--- src/rtl/updown_seq_pkg.sv ---
// Shared encodings for the up/down count sequencer: command modes and FSM states.
package updown_seq_pkg;

  typedef enum logic [1:0] {
    MODE_UP     = 2'b00,
    MODE_DOWN   = 2'b01,
    MODE_BOUNCE = 2'b10,
    MODE_RSVD   = 2'b11
  } mode_t;

  typedef enum logic [1:0] {
    S_IDLE     = 2'd0,
    S_RUN_UP   = 2'd1,
    S_RUN_DOWN = 2'd2,
    S_DONE     = 2'd3
  } state_t;

endpackage

--- src/rtl/updown_count_core.sv ---
// N-bit up/down counter; load has priority over count enable, dir=1 counts up.
module updown_count_core #(
  parameter int N = 4
) (
  input  logic         clk,
  input  logic         rst_n,
  input  logic         load,
  input  logic [N-1:0] load_val,
  input  logic         en,
  input  logic         dir,
  output logic [N-1:0] count
);

  always_ff @(posedge clk) begin
    if (!rst_n) begin
      count <= '0;
    end else if (load) begin
      count <= load_val;
    end else if (en) begin
      count <= dir ? count + N'(1) : count - N'(1);
    end
  end

endmodule

--- src/rtl/updown_count_sequencer.sv ---
// Runs an up/down counter through up, down or bounce programs with a done/err pulse.
// Optional UPDOWN_SEQ_ABORT_EN adds an abort input that ends a running program early.
module updown_count_sequencer #(
  parameter int N     = 4,
  parameter int REP_W = 4
) (
  input  logic             clk,
  input  logic             rst_n,
`ifdef UPDOWN_SEQ_ABORT_EN
  input  logic             abort,
`endif
  input  logic             start_valid,
  output logic             start_ready,
  input  logic [N-1:0]     cfg_lo,
  input  logic [N-1:0]     cfg_hi,
  input  logic [1:0]       cfg_mode,
  input  logic [REP_W-1:0] cfg_repeat,
  output logic [N-1:0]     count,
  output logic             up_or_down,
  output logic             busy,
  output logic             done,
  output logic             err
);
  import updown_seq_pkg::*;

  state_t           state, state_nxt;
  mode_t            mode_q;
  logic [N-1:0]     lo_q, hi_q;
  logic [REP_W-1:0] pass_q, pass_nxt;
  logic             dir_q, dir_nxt;
  logic             err_q, err_nxt;
  logic             load, en, cnt_up;
  logic [N-1:0]     load_val;
  logic             abort_hit;

`ifdef UPDOWN_SEQ_ABORT_EN
  assign abort_hit = abort;
`else
  assign abort_hit = 1'b0;
`endif

  updown_count_core #(.N(N)) u_core (
    .clk      (clk),
    .rst_n    (rst_n),
    .load     (load),
    .load_val (load_val),
    .en       (en),
    .dir      (cnt_up),
    .count    (count)
  );

  always_ff @(posedge clk) begin
    if (!rst_n) begin
      state  <= S_IDLE;
      dir_q  <= 1'b1;
      err_q  <= 1'b0;
      pass_q <= '0;
      lo_q   <= '0;
      hi_q   <= '0;
      mode_q <= MODE_UP;
    end else begin
      state  <= state_nxt;
      dir_q  <= dir_nxt;
      err_q  <= err_nxt;
      pass_q <= pass_nxt;
      if (state == S_IDLE && start_valid) begin
        lo_q   <= cfg_lo;
        hi_q   <= cfg_hi;
        mode_q <= mode_t'(cfg_mode);
      end
    end
  end

  always_comb begin
    state_nxt = state;
    dir_nxt   = dir_q;
    err_nxt   = err_q;
    pass_nxt  = pass_q;
    load      = 1'b0;
    load_val  = count;
    en        = 1'b0;
    cnt_up    = dir_q;
    unique case (state)
      S_IDLE: begin
        if (start_valid) begin
          if (cfg_lo > cfg_hi || cfg_mode == MODE_RSVD) begin
            state_nxt = S_DONE;
            err_nxt   = 1'b1;
          end else begin
            err_nxt  = 1'b0;
            load     = 1'b1;
            pass_nxt = (cfg_repeat == '0) ? REP_W'(1) : cfg_repeat;
            if (cfg_mode == MODE_DOWN) begin
              load_val  = cfg_hi;
              dir_nxt   = 1'b0;
              state_nxt = S_RUN_DOWN;
            end else begin
              load_val  = cfg_lo;
              dir_nxt   = 1'b1;
              state_nxt = S_RUN_UP;
            end
          end
        end
      end
      S_RUN_UP: begin
        if (abort_hit) begin
          state_nxt = S_DONE;
          err_nxt   = 1'b1;
        end else if (count == hi_q) begin
          // A degenerate lo==hi bounce has no turn-around step.
          if (mode_q == MODE_BOUNCE && lo_q != hi_q) begin
            load      = 1'b1;
            load_val  = hi_q - N'(1);
            dir_nxt   = 1'b0;
            state_nxt = S_RUN_DOWN;
          end else begin
            state_nxt = S_DONE;
          end
        end else begin
          en     = 1'b1;
          cnt_up = 1'b1;
        end
      end
      S_RUN_DOWN: begin
        if (abort_hit) begin
          state_nxt = S_DONE;
          err_nxt   = 1'b1;
        end else if (count == lo_q) begin
          if (mode_q == MODE_BOUNCE && pass_q > REP_W'(1)) begin
            pass_nxt  = pass_q - REP_W'(1);
            load      = 1'b1;
            load_val  = lo_q + N'(1);
            dir_nxt   = 1'b1;
            state_nxt = S_RUN_UP;
          end else begin
            state_nxt = S_DONE;
          end
        end else begin
          en     = 1'b1;
          cnt_up = 1'b0;
        end
      end
      S_DONE: begin
        state_nxt = S_IDLE;
      end
      default: begin
        state_nxt = S_IDLE;
      end
    endcase
  end

  assign start_ready = (state == S_IDLE);
  assign busy        = (state == S_RUN_UP) || (state == S_RUN_DOWN);
  assign done        = (state == S_DONE);
  assign err         = (state == S_DONE) && err_q;
  assign up_or_down  = dir_q;

endmodule

--- config.mk ---
export PLATFORM = sky130hd
export DESIGN_NAME = updown_count_sequencer
export DESIGN_NICKNAME = d
export VERILOG_FILES = /design/src/rtl/updown_seq_pkg.sv /design/src/rtl/updown_count_core.sv /design/src/rtl/updown_count_sequencer.sv
export SDC_FILE = /design/constraint.sdc
export NUM_CORES = 1
export LEC_CHECK = 0
export CORE_MARGIN = 2
export CORE_UTILIZATION = 50
export DETAILED_ROUTE_END_ITERATION = 10
export GPL_ROUTABILITY_DRIVEN = 1
export PLACE_DENSITY = 0.73
export SLEW_MARGIN = 20
export SYNTH_ARGS = -nofsm -noshare
export SYNTH_HDL_FRONTEND = slang
export SYNTH_HIERARCHICAL = 1
export SYNTH_SLANG_ARGS = --single-unit
--- constraint.sdc ---
create_clock -name clk -period 3.5 [get_ports clk]
set_input_delay 0.7 -clock clk [delete_from_list [all_inputs] [get_ports clk]]
set_output_delay 0.7 -clock clk [all_outputs]
set_load 0.05 [all_outputs]
==> flow_metrics.env <==
export IMPL_cts_resized=0
export IMPL_switching_power_as_a_share_of_total_power_pct=51.4
export IMPL_drtPass1Iterations=4
export IMPL_drt_initial_drc_count=124
export IMPL_cts_num_sinks=22
export IMPL_worst_r2r_setup_slack_ns=0.71
export IMPL_post_cts_setup_buffer_count=0
export IMPL_postCtsHoldBufs=0
export IMPL_synth_cell_types=53
export IMPL_grt_first_pass_wirelength_um=8200
export IMPL_rr_endpoint="u_core/count[2]$_SDFFE_PN0P_"
export IMPL_worstSetupStartpointType="input pin"
export IMPL_nets_finish=310
export IMPL_power_leakage_nw=0.929
export IMPL_yosysWarnings=6
export IMPL_floorplan_initialDensity_pct=53.4
export IMPL_maximum_fanout_along_the_worst_path=5
export IMPL_hold_violations=0
export IMPL_postLayoutCoreUtil_pct=62.2
export IMPL_synthesis_nets=288
export IMPL_number_of_global_route_vias_before_repair=1787
export IMPL_post_route_period_util_pct=84.8
export IMPL_groute_layer_met3_usage_pct=4.33
export IMPL_route_final_wire_length_um=4800
export IMPL_min_period_ns=2.97
export IMPL_timing_max_cap_violations=0
export IMPL_antenna_found_initial=0
export IMPL_area_delta_synth_final_pct=16.4
export IMPL_required_time_at_the_endpoint_of_the_critical_path_ns=3.65
export IMPL_max_freq_mhz=337
export IMPL_postPlaceCellArea_um2=2290
export IMPL_final_instance_area_um2=2330
export IMPL_diodes=0
export IMPL_grt_start_max_net_pins=28
export IMPL_hold_depth=2
export IMPL_drt_vias_per_instance=5.68
export IMPL_worst_clock_skew_ns=0.00486
export IMPL_portBuffers=25
export IMPL_comb_power_share_pct=68.5
export IMPL_per_instance_average_area_after_synthesis_um2=7.82
export IMPL_element_type_at_the_critical_path_end="register"
export IMPL_antenna_left=0
export IMPL_grt_setup_unrepaired="false"
export IMPL_power_share_sequential_pct=22.3
export IMPL_share_of_layout_cells_above_drive_strength_1_pct=6.88
export IMPL_worstSkewPairLatency_ns=0.27
export IMPL_floorplan_io_pins=26
export IMPL_worst_r2r_cell_count=12
export IMPL_ys_ff_latch=22
export IMPL_clk_pin_slew_worst_paths_ns=0.09
export IMPL_num_fill_cells=357
export IMPL_hold_path_class="register to register"
export IMPL_clock_power_share_pct=9.3
export IMPL_gr_max_usage_layer="met2"
export IMPL_slew_violations=0
export IMPL_grtUsageMet2_pct=42.0
export IMPL_min_delay_worst_endpoint="mode_q[0]$_SDFFE_PN0P_"
export IMPL_critPathKind="input pin to register"
export IMPL_synth_edf_count=0
export IMPL_cellPowerDensity_nw_per_um2=780
export IMPL_worst_endpoint_arrival_ns=3.12
export IMPL_finalSetupViolations=0
export IMPL_tritoncts_num_buffers=3
export IMPL_cts_root_to_sink_buffers=2
export IMPL_seq_area_frac_synth_pct=22.0
export IMPL_worst_r2r_startpoint="state[0]$_SDFFE_PN0P_"
export IMPL_dp_hpwl_um=3610
export IMPL_p_int_mw=0.882
export IMPL_relSlewSlack_pct=43.2
export IMPL_post_synth_instance_area_um2=2000
export IMPL_die_area_um2=4520
export IMPL_clock_tree_root_driver_cell="clkbuf_8"
export IMPL_remaining_drc_errors=0
export IMPL_grt_overflow_total=0
export IMPL_p_sw_mw=0.934
export IMPL_global_route_usage_met1_pct=29.4
export IMPL_gate_count_after_technology_mapping=256
export IMPL_worst_pin_slew_ns=0.849
export IMPL_ctsHtreeMaxLevel=1
export IMPL_synth_flop_cell="dfxtp_1"
export IMPL_final_setup_tns_ns=0
export IMPL_floorplan_rows=22
export IMPL_die_h_um=67.3
export IMPL_core_area_um2=3740
export IMPL_detailroute_via_count=1841
export IMPL_ys_async_sr_fraction_pct=0
export IMPL_cts_tree="built"
export IMPL_route_detailed_wl_per_inst_um=14.8
export IMPL_ir_worst_vdd_v=0.000661
export IMPL_grt_use_total_pct=23.8
export IMPL_holdCritStartpoint="mode_q[0]$_SDFFE_PN0P_"
export IMPL_status="completed"
export IMPL_dieWidth_um=67.3
export IMPL_globalplace_congestion=0.843
## critical path, cell delays in order
cell and delay [ns]:
clkdlybuf4s50_1 0.50, inv_1 0.06, ha_1 0.29, nor2b_1 0.15, o2111ai_2 0.19, nand4_1 0.35
mux2i_1 0.25, o22ai_1 0.09, a221o_1 0.26, a21oi_1 0.15, o221ai_1 0.12
## power by group through the flow
stage	clock network (mW)	registers (mW)	logic, mW
floorplan	0	0.461	0.891
global placement	0	0.409	1.21
detailed placement	0	0.411	1.23
CTS	0.170	0.404	1.24
global route	0.180	0.414	1.37
finish	0.168	0.404	1.24
## per-stage QoR
step | setup WS [ns] | total power, mW | std cells | hold WS [ns]
finish | 0.531 | 1.82 | 324 | 0.489
global route | 0.446 | 1.96 | 324 | 0.524
CTS | 0.563 | 1.81 | 324 | 0.489
detailed placement | 0.270 | 1.64 | 321 | 0.477
global placement | 0.362 | 1.62 | 321 | 0.456
floorplan | 0.645 | 1.35 | 256 | 0.439
## how the worst max path moves through the flow
stage | endpoint | slack, ns | from | cells after the start
global placement | u_core/count[3]$_SDFFE_PN0P_ | 0.36 | cfg_hi[1] | 11
detailed placement | u_core/count[3]$_SDFFE_PN0P_ | 0.27 | cfg_hi[1] | 11
finish | u_core/count[3]$_SDFFE_PN0P_ | 0.53 | cfg_hi[1] | 11
CTS | u_core/count[3]$_SDFFE_PN0P_ | 0.56 | cfg_hi[1] | 11
global route | u_core/count[3]$_SDFFE_PN0P_ | 0.45 | cfg_hi[1] | 11
floorplan | u_core/count[2]$_SDFFE_PN0P_ | 0.64 | u_core/count[0]$_SDFFE_PN0P_ | 11
## area by class of cell
class	instances	area, um2	share of cell area (%)
Clock buffer	3	41.3	1.77
Inverter	16	60.1	2.58
Multi-Input combinational cell	203	1430	61.2
Sequential cell	22	440	18.9
Tap cell	48	60.1	2.58
Timing Repair Buffer	32	303	13.0
## state kept, by name (all words and copies together), names as in the netlist
| signal | cells |
|---|---|
| hi_q | 4 |
| lo_q | 4 |
| pass_q | 4 |
| u_core/count | 4 |
| mode_q | 2 |
| state | 2 |
| err_q | 1 |
| up_or_down | 1 |
## cell families after synthesis
logic type / synth area share [%]
and+or+nand+nor: 20.4
AOI/OAI and AO/OA: 25.4
buffers and inverters: 6.75
DFF: 22.0
xor gates and xnor gates: 8.69
adders and majority gates: 9.76
muxes: 7.00
## Yosys cell counts, drive strengths merged, types with 4 or more instances
| cell type | number | area, um2 |
|---|---|---|
| dfxtp | 22 | 440 |
| o21ai | 11 | 58.8 |
| nor2b | 7 | 43.8 |
| a21boi | 11 | 86.3 |
| a21oi | 11 | 55.1 |
| clkbuf | 9 | 38.8 |
| buf | 6 | 36.3 |
| ha | 14 | 175 |
| xor2 | 5 | 51.3 |
| nand2 | 41 | 154 |
| xnor2 | 14 | 123 |
| nand3 | 4 | 20.0 |
| o221ai | 4 | 35.0 |
| nor2 | 18 | 75.1 |
| mux2i | 14 | 140 |
| inv | 15 | 56.3 |
| a31oi | 4 | 25.0 |
| o41ai | 5 | 62.6 |
| and2 | 6 | 37.5 |
## layer usage
layer | share of wire (%) | vias to the layer above
met5 | 0 | -
met4 | 1.4 | 0
met3 | 4.9 | 9
met2 | 48 | 54
met1 | 46 | 839
li1 | - | 939
## cells in the final DEF, fill, tap and decap left out, types with 2 or more instances in the layout
master / n
mux2i_1: 14
nand3_1: 4
nor2_1: 17
dfxtp_1: 22
clkdlybuf4s50_1: 25
nor3_1: 3
nand4_1: 3
a21boi_0: 10
o221ai_1: 4
xor2_1: 4
a21oi_1: 11
buf_4: 7
clkbuf_8: 3
a211o_1: 2
nand3b_1: 2
a21o_1: 3
o22ai_1: 3
nor2b_1: 7
and2_1: 5
ha_1: 14
a31oi_1: 4
o41ai_1: 4
xnor2_1: 14
inv_1: 15
nand2_1: 41
o21ai_0: 10
Power figures use the tool's default switching activity.
